===== src/rtl/pc_pkg.sv =====
// Shared constants and types for the program-counter / call-stack unit.
package pc_pkg;

   localparam int PC_W_DEF = 10;

   typedef enum logic {
      ST_RUN   = 1'b0,
      ST_FAULT = 1'b1
   } pc_state_t;

   localparam logic [1:0] FC_NONE = 2'b00;
   localparam logic [1:0] FC_OVF  = 2'b01;
   localparam logic [1:0] FC_UNF  = 2'b10;

   // Opcodes shared with the decoder so BSR/RET detection and PC control agree.
   localparam logic [11:0] OPC_BSR = 12'b011100000000;
   localparam logic [11:0] OPC_RET = 12'b000000000011;

endpackage


===== src/rtl/return_stack.sv =====
// Return-address register stack; depth doubles as the push/pop pointer.
// Callers must never push when full or pop when empty.
module return_stack #(
   parameter int PC_W  = 10,
   parameter int DEPTH = 8
) (
   input  logic                     clk,
   input  logic                     reset,
   input  logic                     push_i,
   input  logic                     pop_i,
   input  logic [PC_W-1:0]          data_i,
   output logic [PC_W-1:0]          top_o,
   output logic [$clog2(DEPTH):0]   depth_o,
   output logic                     full_o,
   output logic                     empty_o
);
   localparam int AW = $clog2(DEPTH);
   localparam int DW = AW + 1;
   localparam logic [DW-1:0] D_ONE  = {{(DW-1){1'b0}}, 1'b1};
   localparam logic [DW-1:0] D_ZERO = {DW{1'b0}};
   localparam logic [DW-1:0] D_MAX  = DW'(DEPTH);

   logic [PC_W-1:0] stack_q [DEPTH];
   logic [DW-1:0]   depth_q;
   logic [DW-1:0]   depth_d;
   logic [DW-1:0]   top_idx_s;

   // Depth pointer next-state.
   always_comb begin
      depth_d = depth_q;
      if (push_i) begin
         depth_d = depth_q + D_ONE;
      end else if (pop_i) begin
         depth_d = depth_q - D_ONE;
      end else begin
         depth_d = depth_q;
      end
   end

   // Depth pointer register.
   always_ff @(posedge clk) begin
      if (reset) begin
         depth_q <= D_ZERO;
      end else begin
         depth_q <= depth_d;
      end
   end

   // Stack storage; contents are don't-care after reset, so no reset here.
   always_ff @(posedge clk) begin
      if (push_i && !reset) begin
         stack_q[depth_q[AW-1:0]] <= data_i;
      end
   end

   // Read port and status flags.
   always_comb begin
      top_idx_s = depth_q - D_ONE;
      top_o     = stack_q[top_idx_s[AW-1:0]];
      depth_o   = depth_q;
      full_o    = (depth_q == D_MAX);
      empty_o   = (depth_q == D_ZERO);
   end

endmodule


===== src/rtl/pc_call_stack.sv =====
// Program counter with hardware BSR/RET return stack and a sticky
// overflow/underflow fault state left only through reset.
module pc_call_stack
   import pc_pkg::*;
#(
   parameter int              PC_W     = PC_W_DEF,
   parameter int              DEPTH    = 8,
   parameter logic [PC_W-1:0] RESET_PC = {PC_W{1'b0}}
) (
   input  logic                   clk,
   input  logic                   reset,
   input  logic                   hold,
   input  logic                   bsr_det,
   input  logic                   ret_det,
   input  logic [PC_W-1:0]        relative_jump,
   output logic [PC_W-1:0]        pc,
   output logic [$clog2(DEPTH):0] depth,
   output logic                   stack_full,
   output logic                   fault,
   output logic [1:0]             fault_code
);
   localparam logic [PC_W-1:0] PC_ONE = {{(PC_W-1){1'b0}}, 1'b1};

   pc_state_t       state_q, state_d;
   logic [PC_W-1:0] pc_q, pc_d;
   logic [1:0]      fc_q, fc_d;
   logic            push_s, pop_s;
   logic [PC_W-1:0] top_s;
   logic            full_s, empty_s;

   return_stack #(.PC_W(PC_W), .DEPTH(DEPTH)) u_stack (
      .clk     (clk),
      .reset   (reset),
      .push_i  (push_s),
      .pop_i   (pop_s),
      .data_i  (pc_q + PC_ONE),
      .top_o   (top_s),
      .depth_o (depth),
      .full_o  (full_s),
      .empty_o (empty_s)
   );

   // State, PC and fault-code registers.
   always_ff @(posedge clk) begin
      if (reset) begin
         state_q <= ST_RUN;
         pc_q    <= RESET_PC;
         fc_q    <= FC_NONE;
      end else begin
         state_q <= state_d;
         pc_q    <= pc_d;
         fc_q    <= fc_d;
      end
   end

   // Next-state: BSR beats RET; relative_jump is already PC_W wide so the add wraps.
   always_comb begin
      state_d = state_q;
      pc_d    = pc_q;
      fc_d    = fc_q;
      push_s  = 1'b0;
      pop_s   = 1'b0;
      case (state_q)
         ST_RUN: begin
            if (hold) begin
               pc_d = pc_q;
            end else if (bsr_det) begin
               if (full_s) begin
                  state_d = ST_FAULT;
                  fc_d    = FC_OVF;
               end else begin
                  push_s = 1'b1;
                  pc_d   = pc_q + relative_jump;
               end
            end else if (ret_det) begin
               if (empty_s) begin
                  state_d = ST_FAULT;
                  fc_d    = FC_UNF;
               end else begin
                  pop_s = 1'b1;
                  pc_d  = top_s;
               end
            end else begin
               pc_d = pc_q + PC_ONE;
            end
         end
         ST_FAULT: begin
            state_d = ST_FAULT;
         end
         default: begin
            state_d = ST_FAULT;
         end
      endcase
   end

   // Output decode of registered state.
   always_comb begin
      pc         = pc_q;
      stack_full = full_s;
      fault      = (state_q == ST_FAULT);
      fault_code = fc_q;
   end

endmodule


===== config.mk =====
export PLATFORM = sky130hd
export DESIGN_NAME = pc_call_stack
export DESIGN_NICKNAME = d
export VERILOG_FILES = /design/src/rtl/pc_pkg.sv /design/src/rtl/return_stack.sv /design/src/rtl/pc_call_stack.sv
export SDC_FILE = /design/constraint.sdc
export NUM_CORES = 1
export LEC_CHECK = 0
export CAP_MARGIN = 30
export CORE_AREA = 10 10 95 97
export CTS_BUF_LIST = sky130_fd_sc_hd__clkbuf_4 sky130_fd_sc_hd__clkbuf_8
export DETAILED_ROUTE_END_ITERATION = 10
export DIE_AREA = 0 0 105 107
export PLACE_DENSITY = 0.9
export REMOVE_ABC_BUFFERS = 1
export SYNTH_ARGS = -nofsm -noshare
export SYNTH_HDL_FRONTEND = slang
export SYNTH_SLANG_ARGS = --single-unit

===== constraint.sdc =====
create_clock -name clk -period 7.8 [get_ports clk]
set_input_delay 0.78 -clock clk [delete_from_list [all_inputs] [get_ports clk]]
set_output_delay 0.78 -clock clk [all_outputs]
set_load 0.1 [all_outputs]

## Word level (Yosys, flattened, before mapping)

Memory sizes are Yosys's and may differ from the RTL's.
Index checks and enable logic that the tools add are counted.

| word-level totals | value |
|---|---|
| flip-flop bits (word level) | 17 |
| bits in latches | 0 |
| memory bits (writable) | 80 |
| bits in read-only memories | 0 |
| input port bits | 15 |
| output and inout port bits | 18 |
| word-level logic and storage cells | 50 |
| memories kept | 1 |

| cells by class | value |
|---|---|
| $add $sub $neg | 4 |
| $mul | 0 |
| divide/modulo/power cells | 0 |
| $lt $le $gt $ge | 0 |
| eq/ne operators | 4 |
| shifts and indexed selects | 0 |
| multiplexer cells | 27 |
| bitwise logic cells | 2 |
| reductions and logical operators | 8 |

Memories:

| memory | words | width | rd ports | clocked after Yosys merged registers in | wr ports | RTL line | text |
|---|---|---|---|---|---|---|---|
| u_stack.stack_q | 8 | 10 | 1 | 0 | 1 | return_stack.sv:23 | `logic [PC_W-1:0] stack_q [DEPTH];` |

Operators with widths:

| kind | number |
|---|---|
| 2-to-1 mux 10 bit | 4 |
| 2-to-1 mux 1 bit | 16 |
| adder 10 x 1 -> 10 bit, second input constant | 1 |
| adder 10 bit | 1 |
| 2-to-1 mux 2 bit | 4 |
| 2-to-1 mux 4 bit | 2 |
| nonzero test 2 bit | 3 |
| AND reduction 5 bit | 1 |
| adder 4 x 1 -> 4 bit, second input constant | 1 |
| equality test 4 bit, second input constant | 1 |
| logical NOT 4 bit | 1 |
| AND reduction 4 bit | 1 |
| subtractor 4 x 1 -> 4 bit, second input constant | 1 |
| != test 3 bit, second input constant | 1 |
| != test 2 x 1 -> 1 bit, second input constant | 1 |
| != test 2 bit, second input constant | 1 |
| inverter 1 bit | 2 |
| one-hot mux 1 bit (2 select lines) | 1 |
| logical AND 1 bit | 1 |
| logical NOT 1 bit | 1 |

## Logic depth before layout (Yosys ltp)

| logic depth | value |
|---|---|
| depth in word-level cells | 8 |
| gate-level depth with buffers | 10 |
| depth with buffers taken out | 8 |

## Modules after synthesis

Synthesis repeated with hierarchy kept, for this count alone.

| second synthesis, totals | value |
|---|---|
| cell total of the unflattened synthesis | 333 |
| area total of the unflattened synthesis | 4,730.8 µm² |

By module, submodules not included:

| module | times used | cells an instance | area an instance (µm²) | seq. area each (µm²) |
|---|---|---|---|---|
| return_stack | 1 | 158 | 3,375.7 | 2,482.4 |
| pc_call_stack | 1 | 175 | 1,355.0 | 260.2 |

## Least setup slack after synthesis

Ideal clock, no wire load.

| path | value |
|---|---|
| kind | flip-flop to flip-flop |
| from | register u_stack.depth_q[0] (netlist: u_stack.depth_o[0]) |
| to | memory u_stack.stack_q[1][0] (enable) |
| setup time | 390 ps |
| arrival time | 3,183 ps |
| required time | 7,410 ps |
| path slack | 4,227 ps |
| cell stages (with the launch flop) | 9 |
| buffers on the path | 2 |
| clock period less this slack | 3,573 ps |
| cells stage by stage | dfxtp_1 -> buf_6 -> buf_2 -> inv_1 -> ha_1 -> nand3b_1 -> nand3_1 -> or3_1 -> nor3_1 |

| between the ends | value |
|---|---|
| cells in the longest elaborated chain, start to end | 8 |

Ends and longest elaborated chain:

| item | RTL line | text |
|---|---|---|
| start: declaration | return_stack.sv:24 | `logic [DW-1:0] depth_q;` |
| start signal: assignment | return_stack.sv:45 | `depth_q <= depth_d;` |
| equality test 4 bit | return_stack.sv:61 | `full_o = (depth_q == D_MAX);` |
| 2-to-1 mux 1 bit | pc_call_stack.sv:68 | `if (full_s) begin` |
| 2-to-1 mux 1 bit | pc_call_stack.sv:67 | `end else if (bsr_det) begin` |
| 2-to-1 mux 1 bit | pc_call_stack.sv:65 | `if (hold) begin` |
| 2-to-1 mux 1 bit | pc_call_stack.sv:63 | `case (state_q)` |
| logical AND 1 bit | return_stack.sv:51 | `if (push_i && !reset) begin` |
| 2-to-1 mux 1 bit | return_stack.sv:51 |  |
| 2-to-1 mux 1 bit (not written as such) | return_stack.sv:52 | `stack_q[depth_q[AW-1:0]] <= data_i;` |
| end: declaration | return_stack.sv:23 |  |

Parallel ways exist; a longest one is shown, timed or not.

## Final worst setup path

| path | value |
|---|---|
| from | register u_stack.depth_q[0] (netlist: u_stack.depth_o[0]) |
| to | output stack_full |

| between the ends | value |
|---|---|
| cells in the longest elaborated chain, start to end | 1 |

Ends and longest elaborated chain:

| item | RTL line | text |
|---|---|---|
| equality test 4 bit | return_stack.sv:61 |  |
| end: declaration | pc_call_stack.sv:18 | `output logic stack_full,` |

No other way between the ends.

==> PnR_summary.wiki <==
{| class="wikitable"
! Metric !! Value
|-
| Max-capacitance violation count || 0
|-
| Proportion of total power due to net switching || 0.3114
|-
| Setup Skew || approximately 0.0097 ns
|-
| Slew at the pin closest to its max-slew limit || slightly above 1 ns
|-
| CP Class || flop to output port
|-
| Setup crit start kind || flop
|-
| Power per standard cell area || 238.1 nW/um^2
|-
| R2R Setup Slk || around 4.5 ns
|-
| Clk network pwr share || 0.253
|-
| Number of vias per cell after detailed routing || 6.362
|-
| Critical path's slowest cell || sky130_fd_sc_hd__clkdlybuf4s50_1
|-
| # DRC || 0
|-
| Final setup violation count || 0
|-
| Number of optimization iterations in the first detailed-route pass || 5
|-
| Leading cell types by count after synthesis || sky130_fd_sc_hd__edfxtp_1 (80), sky130_fd_sc_hd__nor2_1 (36), sky130_fd_sc_hd__dfxtp_1 (17), sky130_fd_sc_hd__ha_1 (13)
|-
| Arrival time at the worst endpoint || around 2.7 ns
|-
| Clock latency on the worst-skew pair || about 0.36 ns
|-
| Mapped Area || 4542 sq um
|-
| Yosys top cell by area || sky130_fd_sc_hd__edfxtp_1
|-
| RR Endpoint || pc[7]
|-
| Most common cell in the netlist || sky130_fd_sc_hd__edfxtp_1
|-
| Switching power of the nets || ~380 uW
|-
| DRC violation total after the first TritonRoute iteration || 361
|-
| Worst ir drop on vdd || ~0.00016 V
|-
| Vias after detailed routing || about 2800
|-
| R2R depth || 9
|-
| Largest cells by area after synthesis || sky130_fd_sc_hd__edfxtp_1 (53%), sky130_fd_sc_hd__dfxtp_1 (7.5%), sky130_fd_sc_hd__mux4_1 (6.9%), sky130_fd_sc_hd__mux4_2 (4.0%), sky130_fd_sc_hd__ha_1 (3.6%)
|-
| Fin. max-slew vios || 0
|-
| Die area || 11240 sq um
|-
| Maximum number of pins on one net before global-route repair || 27
|-
| Sequential cell area fraction in the yosys report || 0.6039
|-
| Antenna violations before repair || 0
|-
| Setup bufs post-CTS || 0
|-
| Sinks on the clock net || 97
|-
| Placement row count || 31
|-
| Layout cells sized above 1 || 0.09770
|-
| Final Hold Vio Count || 0
|-
| Count of antenna diodes in the layout || 0
|-
| Via count of the first global-routing pass || about 2800
|-
| Achievable Freq || around 290 MHz
|-
| Setup total negative slack || 0 ns
|-
| Kind of end point of the critical path || output port
|-
| Final global-route overflow total || 0
|-
| Post-CTS Hold Buffers || 0
|-
| TritonCTS clock tree || built
|-
| Final Net Count || 374
|-
| Area share of the leading cell type in the synthesized netlist || 0.5289
|-
| Leakage component of the power || around 0.0018 uW
|-
| Wire length after detailed routing || 9855 um
|-
| Detail-routed net length per standard cell || ~22 um
|-
| Starting Density || 0.6364
|-
| Clock Root Buffer || sky130_fd_sc_hd__clkbuf_8
|-
| Required time reported for the critical path endpoint || 7.02 ns
|-
| Result of the run || complete, no violations
|-
| Final Total Pwr || between 1000 and 1500 uW
|-
| Fraction of power consumed by sequential logic || 0.496
|-
| Cells after synthesis || slightly above 300
|-
| Total clock buffers created by CTS || 9
|-
| Top fanout value on the critical path || 26
|-
| Number of unique standard cell types used by synthesis || 50
|-
| Clock-pin slew on the worst setup and hold paths || roughly 0.090 ns
|-
| Post-DP HPWL || a little under 7000 um
|-
| CP most frequent cell || sky130_fd_sc_hd__inv_1
|-
| Die Y || 107 um
|-
| Total of cells resized after clock tree synthesis || 0
|-
| Number of synthesized flops with an enable pin || 80
|-
| Final Critical Period || 3.474 ns
|-
| Type of the most critical hold path || flop to flop
|-
| CP startpoint || u_stack.depth_o[0]
|-
| RePlAce Congestion || roughly 0.90
|-
| Synth Area per Inst || 14.75 sq um
|-
| Final worst path period share || 0.4454
|-
| Origin of the critical flop-to-flop path || u_stack.depth_o[0]
|-
| First-pass GRT wire length || between 15000 and 20000 um
|-
| Number of antenna-violating nets in the routed design || 0
|-
| Longest individual stage delay on the worst path || 1.13 ns
|-
| Port buffer count || 32
|-
| Cell breakdown of the critical path || buf_4 > inv_1 > ha_1 > nand3b_1 > inv_1 > clkdlybuf4s50_1
|-
| Primary flip-flop cell chosen by synthesis mapping || sky130_fd_sc_hd__edfxtp_1
|-
| Async S/R FF share, synth || 0
|-
| Maximum buffer depth of the clock tree || 2
|-
| Worst setup path endpoint || stack_full
|-
| Fill cells || roughly 470
|-
| Count of state elements after synthesis || 97
|-
| Yosys synthesis warning count || 0
|-
| Max_slew headroom || 0.3060
|-
| Width of the die || 105 um
|-
| Proportion of power drawn by combinational gates || 0.251
|-
| H-Tree Depth || 3
|-
| Total global routing track utilization || 0.1767
|-
| Area of the placeable core || approximately 7000 sq um
|-
| Design internal power || 841.2 uW
|-
| Synth-to-Final Area Change || 12.95%
|-
| RSZ-0062 raised after global routing || no
|-
| IO Count || 33
|}
==> cells by family after synthesis <==
| group | after synthesis | synth area share |
|---|---|---|
| buffers and inverters | 19 | 0.02369 |
| adder cells (fa/ha/maj) | 14 | 0.04022 |
| XOR/XNOR | 18 | 0.03884 |
| AND/OR/NAND/NOR | 81 | 0.08347 |
| AO/OA/AOI/OAI | 47 | 0.07356 |
| flip-flops | 97 | 0.6039 |
| multiplexers | 32 | 0.1364 |
==> per-layer routing <==
layer | wire (um) | GRT usage | share of wire
met4 | 391 | 0.09314 | 0.040
met1 | 3966 | 0.2170 | 0.40
met3 | 774 | 0.05150 | 0.079
met5 | 0 | 0 | 0
met2 | 4723 | 0.2791 | 0.48
==> power by group through the flow <==
stage	clock (uW)	combinational (uW)	sequential (uW)
floorplan	0	148	686
global placement	0	294	616
detailed placement	0	305	617
CTS	315	306	605
global route	332	325	608
finish	309	307	606
==> worst min-delay path by stage <==
stage               depth (start not counted)       endpoint           from
floorplan                                   1  fault_code[1]          reset
global placement                            2  fault_code[1]  fault_code[1]
detailed placement                          2  fault_code[1]  fault_code[1]
CTS                                         2  fault_code[1]  fault_code[1]
global route                                2  fault_code[1]  fault_code[1]
finish                                      2  fault_code[1]  fault_code[1]
==> placed cells by master, fill, tap and decap left out, types with 3 or more instances in the layout <==
cell type	Yosys	layout
sky130_fd_sc_hd__a211oi_1	12	12
sky130_fd_sc_hd__nand3_1	7	7
sky130_fd_sc_hd__ha_1	13	13
sky130_fd_sc_hd__mux4_2	8	8
sky130_fd_sc_hd__nand2_1	12	12
sky130_fd_sc_hd__nor3_1	8	8
sky130_fd_sc_hd__and3_1	3	3
sky130_fd_sc_hd__mux2_2	3	3
sky130_fd_sc_hd__clkbuf_8	0	9
sky130_fd_sc_hd__a221oi_1	4	4
sky130_fd_sc_hd__dfxtp_1	17	17
sky130_fd_sc_hd__mux4_1	12	12
sky130_fd_sc_hd__a21o_1	4	4
sky130_fd_sc_hd__a21oi_1	10	10
sky130_fd_sc_hd__xnor2_1	12	12
sky130_fd_sc_hd__o21ai_0	5	5
sky130_fd_sc_hd__inv_1	7	7
sky130_fd_sc_hd__edfxtp_1	80	80
sky130_fd_sc_hd__buf_4	2	6
sky130_fd_sc_hd__clkdlybuf4s50_1	0	32
sky130_fd_sc_hd__xor2_1	5	5
sky130_fd_sc_hd__nor2_1	36	36
sky130_fd_sc_hd__mux2i_1	9	9
==> critical path, delay by kind of cell, from the launching register on <==
kind | cells | cell delay (ns)
fa+ha+maj | 1 | 0.24
simple gates | 1 | 0.15
flops | 1 | 0.30
buf+inv | 4 | 1.64
==> area by class of cell <==
| type | instances | area, sq um | area share |
|---|---|---|---|
| Tap cell | 99 | 123.9 | 0.02415 |
| Clock inverter | 5 | 56.30 | 0.01098 |
| Inverter | 7 | 26.28 | 0.005122 |
| Timing Repair Buffer | 38 | 365.4 | 0.07122 |
| Multi-Input combinational cell | 192 | 1692 | 0.3298 |
| Sequential cell | 97 | 2743 | 0.5346 |
| Clock buffer | 9 | 123.9 | 0.02415 |
==> stage by stage <==
step	hold slack (ns)	std cells	worst slack (ns)	instance area (sq um)	utilization
global placement	0.4604	431	4.356	4935	0.6914
CTS	0.5006	445	4.311	5115	0.7167
finish	0.4899	447	4.326	5130	0.7188
detailed placement	0.4861	431	4.241	4935	0.6914
floorplan	0.8491	296	3.786	4461	-
global route	0.5341	447	4.161	5130	0.7188
==> state kept, by name, indices dropped and copies added, names as in the netlist <==
register	count
pc	10
u_stack.stack_q	80
u_stack.depth_o	4
fault_code	2
fault	1
Power figures use the tool's default switching activity.
